`src/rtl/fp_add_arb.sv`:
```
// fp_add_arb: round-robin sequencer sharing one fp_add among NREQ requesters.
// Grants one request at a time, holds operands/rounding mode stable for the
// adder latency, captures the result and returns it with the requester id.
// Ports:
//   clk, rst                    clock (rising edge), async active-low reset
//   req_valid/req_ready         per-requester handshake (req_ready one-hot)
//   req_a/req_b/req_rm          packed per-requester operands and rounding mode
//   fpu_in1/in2/round_m/enable  drive the shared fp_add
//   fpu_out/fpu_flags           result and flags from fp_add
//   rsp_valid/rsp_ready         response handshake
//   rsp_id/rsp_data/rsp_flags   response payload
//   busy                        sequencer not idle
module fp_add_arb #(
  parameter int unsigned NREQ = 4,
  parameter int unsigned W    = 32,
  parameter int unsigned LAT  = 2,
  parameter int unsigned IDW  = 2
) (
  input  logic              clk,
  input  logic              rst,
  input  logic [NREQ-1:0]   req_valid,
  output logic [NREQ-1:0]   req_ready,
  input  logic [NREQ*W-1:0] req_a,
  input  logic [NREQ*W-1:0] req_b,
  input  logic [NREQ*3-1:0] req_rm,
  output logic [W-1:0]      fpu_in1,
  output logic [W-1:0]      fpu_in2,
  output logic [2:0]        fpu_round_m,
  output logic              fpu_enable,
  input  logic [W-1:0]      fpu_out,
  input  logic [3:0]        fpu_flags,
  output logic              rsp_valid,
  input  logic              rsp_ready,
  output logic [IDW-1:0]    rsp_id,
  output logic [W-1:0]      rsp_data,
  output logic [3:0]        rsp_flags,
  output logic              busy
);

  localparam int unsigned CW = (LAT < 1) ? 1 : $clog2(LAT + 1);

  localparam logic [1:0] S_IDLE = 2'd0;
  localparam logic [1:0] S_EXEC = 2'd1;
  localparam logic [1:0] S_RESP = 2'd2;

  logic [1:0]     state;
  logic [1:0]     state_next;
  logic [IDW-1:0] ptr;
  logic [IDW-1:0] id_pend;
  logic [IDW-1:0] gnt_idx;
  logic           gnt_any;
  logic           win_c;
  logic [CW-1:0]  cnt;

  // Grant window: idle, or a response is being accepted this cycle.
  assign win_c = (state == S_IDLE) || ((state == S_RESP) && rsp_ready);

  // Round-robin search starting just after the last granted requester.
  always_comb begin
    int unsigned    idx;
    logic [IDW-1:0] cand;
    idx       = 0;
    cand      = '0;
    gnt_any   = 1'b0;
    gnt_idx   = '0;
    req_ready = '0;
    if (win_c) begin
      for (int unsigned k = 1; k <= NREQ; k++) begin
        idx  = (32'(ptr) + k) % NREQ;
        cand = IDW'(idx);
        if (!gnt_any && req_valid[cand]) begin
          gnt_any = 1'b1;
          gnt_idx = cand;
        end
      end
    end
    if (gnt_any) begin
      req_ready = NREQ'(1) << gnt_idx;
    end
  end

  // Next-state logic.
  always_comb begin
    state_next = state;
    case (state)
      S_IDLE: if (gnt_any) state_next = S_EXEC;
      S_EXEC: if (cnt == '0) state_next = S_RESP;
      S_RESP: if (rsp_ready) state_next = gnt_any ? S_EXEC : S_IDLE;
      default: state_next = S_IDLE;
    endcase
  end

  // State register.
  always_ff @(posedge clk or negedge rst) begin
    if (!rst) state <= S_IDLE;
    else      state <= state_next;
  end

  // Operand capture, latency count and response registers.
  always_ff @(posedge clk or negedge rst) begin
    if (!rst) begin
      ptr         <= IDW'(NREQ - 1);
      id_pend     <= '0;
      cnt         <= '0;
      fpu_in1     <= '0;
      fpu_in2     <= '0;
      fpu_round_m <= '0;
      fpu_enable  <= 1'b0;
      busy        <= 1'b0;
      rsp_valid   <= 1'b0;
      rsp_id      <= '0;
      rsp_data    <= '0;
      rsp_flags   <= '0;
    end else begin
      fpu_enable <= (state_next == S_EXEC);
      busy       <= (state_next != S_IDLE);

      if (gnt_any) begin
        fpu_in1     <= req_a[gnt_idx*W +: W];
        fpu_in2     <= req_b[gnt_idx*W +: W];
        fpu_round_m <= req_rm[gnt_idx*3 +: 3];
        id_pend     <= gnt_idx;
        ptr         <= gnt_idx;
        cnt         <= CW'(LAT);
      end else if ((state == S_EXEC) && (cnt != '0)) begin
        cnt <= cnt - CW'(1);
      end

      // Result is taken on the count alone; fp_add's done flag is not trusted.
      if ((state == S_EXEC) && (cnt == '0)) begin
        rsp_data  <= fpu_out;
        rsp_flags <= fpu_flags;
        rsp_id    <= id_pend;
        rsp_valid <= 1'b1;
      end else if ((state == S_RESP) && rsp_ready) begin
        rsp_valid <= 1'b0;
      end
    end
  end

endmodule

```
`config.mk`:
```
export PLATFORM = sky130hd
export DESIGN_NAME = fp_add_arb
export DESIGN_NICKNAME = d
export VERILOG_FILES = /design/src/rtl/fp_add_arb.sv
export SDC_FILE = /design/constraint.sdc
export NUM_CORES = 1
export LEC_CHECK = 0
export ABC_AREA = 1
export CORE_AREA = 2 2 165 167
export CTS_CLUSTER_SIZE = 25
export DETAILED_ROUTE_END_ITERATION = 7
export DIE_AREA = 0 0 167 169
export PLACE_DENSITY = 0.63
export REMOVE_ABC_BUFFERS = 1
export SETUP_SLACK_MARGIN = 0.4
export SLEW_MARGIN = 20
export SYNTH_ARGS = -nofsm -noshare
export SYNTH_HDL_FRONTEND = slang
export SYNTH_SLANG_ARGS = --single-unit
export TNS_END_PERCENT = 20
```
`constraint.sdc`:
```
create_clock -name clk -period 8.33 [get_ports clk]
set_input_delay 2.499 -clock clk [delete_from_list [all_inputs] [get_ports clk]]
set_output_delay 2.499 -clock clk [all_outputs]
set_load 0.02 [all_outputs]
```
=== After elaboration in Yosys (flattened, before gate mapping) ===
Index checks and enable logic that the tools add are counted.

* Register bits after elaboration: 116
* Input port bits: 311
* Output and inout port bits: 112
* Word-level logic and storage cells: 77

* $add $sub $neg: 5
* Multiply operators: 1
* Magnitude comparators: 4
* Equality and inequality tests: 3
* Shift-type cells: 4
* Mux-type cells: 31
* Reductions and logical operators: 16

{| class="wikitable"
|+ Operators with widths
! operator !! number
|-
| $shiftx A128 B8 Y32 || 2
|-
| $mux W2 || 10
|-
| $mux W1 || 15
|-
| $lt A2 B3 Y1 const B || 4
|-
| $shiftx A12 B5 Y3 || 1
|-
| $bmux W1 S2 || 4
|-
| $reduce_bool A2 Y1 || 4
|-
| $logic_and A1 B1 Y1 || 6
|-
| $pmux W2 S3 || 1
|-
| $add A2 B1 Y2 const B || 2
|-
| $add A2 B2 Y2 const B || 2
|-
| $eq A2 B1 Y1 const B || 2
|-
| $logic_not A2 Y1 || 2
|-
| $mul A2 B2 Y4 const B || 1
|-
| $mux W4 || 1
|-
| $shl A1 B2 Y4 const A || 1
|-
| $logic_not A1 Y1 || 3
|-
| $eq A2 B2 Y1 const B || 1
|-
| $sub A2 B1 Y2 const B || 1
|-
| $logic_or A1 B1 Y1 || 1
|}

=== Logic depth before layout (Yosys ltp) ===
* Depth after elaboration: 21
* Mapped depth: 18
* Gate-level depth less buffers: 15

=== Least setup slack after synthesis ===
Ideal clock, no wire load.

* Path kind: in2out
* Start: in req_valid[2]
* End: out req_ready[1]
* Data arrival time: 3775 ps
* Required time: 5831 ps
* Setup slack: 2056 ps
* Stages on the path: 12
* Path buffers: 2
* Cell sequence: nand2_1 > nand2_1 > nand2_1 > nand2_2 > clkinv_1 > nand2_1 > nand2_1 > nand2_2 > nand2_2 > buf_4 > buf_2 > nor2_1

* Word-level cells in the longest chain between the ends: 18
* Elaborated cells between the ends (all ways): 29
* Classes of those cells: shift: 1; mux: 22; reduce/logical: 6

{| class="wikitable"
|+ Ends and longest elaborated chain
! item !! RTL line !! text
|-
| start: declaration || 21 || <nowiki>input logic [NREQ-1:0] req_valid,</nowiki>
|-
| $bmux W1 S2 || 71 || <nowiki>if (!gnt_any && req_valid[cand]) begin</nowiki>
|-
| $mux W1 (implied by the code) || 71 ||
|-
| $mux W1 || 71 ||
|-
| $mux W1 || 67 || <nowiki>if (win_c) begin</nowiki>
|-
| $logic_not A1 Y1 || 71 ||
|-
| $logic_and A1 B1 Y1 || 71 ||
|-
| $mux W1 || 71 ||
|-
| $mux W1 || 67 ||
|-
| [2 not listed] || n/a ||
|-
| $mux W1 || 71 ||
|-
| $mux W1 || 67 ||
|-
| $logic_not A1 Y1 || 71 ||
|-
| $logic_and A1 B1 Y1 || 71 ||
|-
| $mux W2 || 71 ||
|-
| $mux W2 || 67 ||
|-
| $shl A1 B2 Y4 || 78 || <nowiki>req_ready = NREQ'(1) << gnt_idx;</nowiki>
|-
| $mux W4 * || 77 || <nowiki>if (gnt_any) begin</nowiki>
|-
| end: declaration || 22 || <nowiki>output logic [NREQ-1:0] req_ready,</nowiki>
|}

Mark *: on every way between the ends. The rest lies on a longest branch, timed or not. The select of a mux whose other input is x is not followed.

=== Final worst setup path ===
* Start: in req_valid[1]
* End: out req_ready[0]

Same word-level chain as after synthesis.

==> flow_summary.toml <==
[status]
status = "complete, no violations"

[floorplan]
fp-row-count = 60
start_util_pct = 27.3
die_y_um = 169
die_w_um = 167
core-area_sq_um = 26500
pin_count = 423
die-area_sq_um = 28200

[clocking]
cts_tree = "yes"
cts-htree-levels = 4
root_buffer = "clkbuf_16"
post_cts_resized = 0
cts_hold_buf = 0
clock_latency_ns = 0.42
cts_buffers = 17
cts_sinks = 116
clk_path_buf_depth = 2
postCtsSetupBuffers = 0
path_clk_slew_ns = 0.06

[routing]
vias_per_cell = 4.33
post_drt_wl_per_cell_um = 14.9
met3_length_um = 1920
met1_length_um = 11400
drc = 0
wl_um = 27400
ant_nets = 0
firstDrtPassIters = 5
vias = 7952
highest_layer = "met4"
drtIter0Drc = 407
wl_met2_um = 13300

[placement]
dp_slack_ns = 0.972
port_buffers = 422
dp_hpwl_um = 20000
gp_congestion = 0.913
place_area_sq_um = 11700

[timing]
finalSetupViolCount = 0
tns_ns = 0
fmax_mhz = 136
hold_violations = 0
timing.slew.headroom_pct = 37.1
timing.final.crit_share_pct = 88.2
maxSlewViolCount = 0
skew_ns = 0.0196
period_minus_slack_ns = 7.35
tightest_slew_ns = 0.943
rsz0062_at_grt = "false"
worst_slack_ns = 0.984

[global_routing]
grt.overflow.total = 0
grt_pass1_wl_um = 42200
grt_max_degree = 92
grt_pass1_vias = 7745
antenna_found_initial = 0
track_usage_pct = 19.1

[worst_hold_path]
hp-class = "reg2reg"
hp-start = "fpu_in1[8]"

[synth]
synth_area_leaders = "dfrtp_1, nand2_1, nand3_1"
yosys.area.top_type = "dfrtp_1"
ys_warn_count = 0
seq_area_frac_synth_pct = 40.2
synthDominantCellAreaShare_pct = 39.5
async_flop_share_pct = 100
syn_inst = 1086
synth_edf_count = 0
ys_types = 26
yosys_register_bits = 116
syn_area_sq_um = 7230
ys.flop_type = "dfrtp_1"
syn_area_per_cell_sq_um = 6.66

[critical_path]
crit_path_max_fanout = 11
crit_end = "req_ready[0]"
reg2regPathDepth = 15
rr_endpoint = "fpu_in2[16]"
arrival_ns = 4.85
crit_path_start = "req_valid[1]"
startpoint_type = "input port"
crit_required_ns = 5.83
critPathKind = "in2out"
r2r_slack_ns = 4.79
r2r-start = "ptr[0]"
end_kind = "output pin"

[final_layout]
nets = 1793
layout_common_cells = "nand2_1, clkdlybuf4s50_1, inv_1, nand3_1, dfrtp_1"
drive_gt1_share_pct = 7.90
layout_commonest_cell = "nand2_1"
diodes = 0
stdcell_area_sq_um = 12300
syn2layout_area_growth_pct = 69.9

[power]
seqPwrFrac_pct = 20.8
share_comb_of_total_power_pct = 63.4
p_switching_mw = 2.34
total_power_mw = 4.96
power_density_nw_per_um2 = 403
ir_worst_vdd_v = 0.000301
p_int_mw = 2.61
switching_share_pct = 47.3
power.leakage_nw = 6.12
clockPowerShare_pct = 15.8

[run]
max_cap_violations = 0
## worst max-delay path, cell delays in order
cell             delay [ns]
clkdlybuf4s50_1        0.52
nand2_1                0.07
nand2_1                0.08
nand2_1                0.06
nand2_1                0.10
o21ai_1                0.08
nand2_1                0.12
nand2_1                0.07
nand3_1                0.09
nand2_1                0.33
nor2_1                 0.19
clkdlybuf4s50_1        0.63
## metrics by stage
stage,std cells,utilization [%],hold slack [ns]
detailed placement,1803,44.0,0.480
CTS,1835,46.4,0.497
global placement,1803,44.0,0.475
floorplan,1028,-,0.478
finish,1835,46.4,0.494
global route,1835,46.4,0.515
## worst min path at each step
stage / to / slack, ns / cells past startpoint
finish: fpu_in1[8] / 0.49 / 2
global route: fpu_in2[11] / 0.51 / 2
CTS: fpu_in1[20] / 0.50 / 2
detailed placement: fpu_in2[10] / 0.48 / 2
global placement: rsp_id[0] / 0.47 / 2
floorplan: id_pend[1] / 0.48 / 2
## cell usage after synthesis (all sizes together), types with 2 or more instances
cell type / number
clkbuf: 14
a21oi: 28
nand2: 474
mux2: 36
dfstp: 2
dfrtp: 114
inv: 175
nand3: 131
nor2: 32
o21ai: 9
or2: 24
buf: 44
## kinds of logic (layout without fill, tap and decap cells)
| family | Yosys count | count (layout) | share of synthesized area (%) |
|---|---|---|---|
| and+or+nand+nor | 662 | 662 | 37.8 |
| buffers and inverters | 234 | 642 | 13.7 |
| DFF | 116 | 116 | 40.2 |
| AOI/OAI and AO/OA | 37 | 37 | 2.56 |
| muxes | 36 | 36 | 5.61 |
| adders and majority gates | 1 | 1 | 0.173 |
## power groups by stage
stage                     Sequential [mW]  Clock [mW]  Combinational, mW
after floorplan                      1.36           0               1.52
final                                1.03       0.782               3.14
after global placement               1.03           0               3.16
after CTS                            1.04       0.803               3.19
after global routing                 1.07       0.831               3.47
after detailed placement             1.04           0               3.18
## layer usage
| metal | up-vias | track usage, % |
|---|---|---|
| met5 | - | 0 |
| met4 | 0 | 7.68 |
| met3 | 42 | 5.17 |
| met2 | 310 | 33.0 |
| met1 | 3547 | 22.6 |
| li1 | 4053 | - |
## sequential cells by signal, indices dropped and copies added, names as in the netlist
signal	flops
state	2
cnt	2
rsp_id	2
fpu_round_m	3
rsp_data	32
busy	1
id_pend	2
fpu_in2	32
ptr	2
rsp_valid	1
rsp_flags	4
fpu_in1	32
fpu_enable	1
## cell type report
type	instances	area [sq um]
fill	2688	14200
timing repair buffer	434	4310
multi-input combinational	736	3360
sequential	116	2910
inverter	176	663
tap	341	427
clock buffer	17	425
clock inverter	15	190
(Power assumes the default switching activity.)
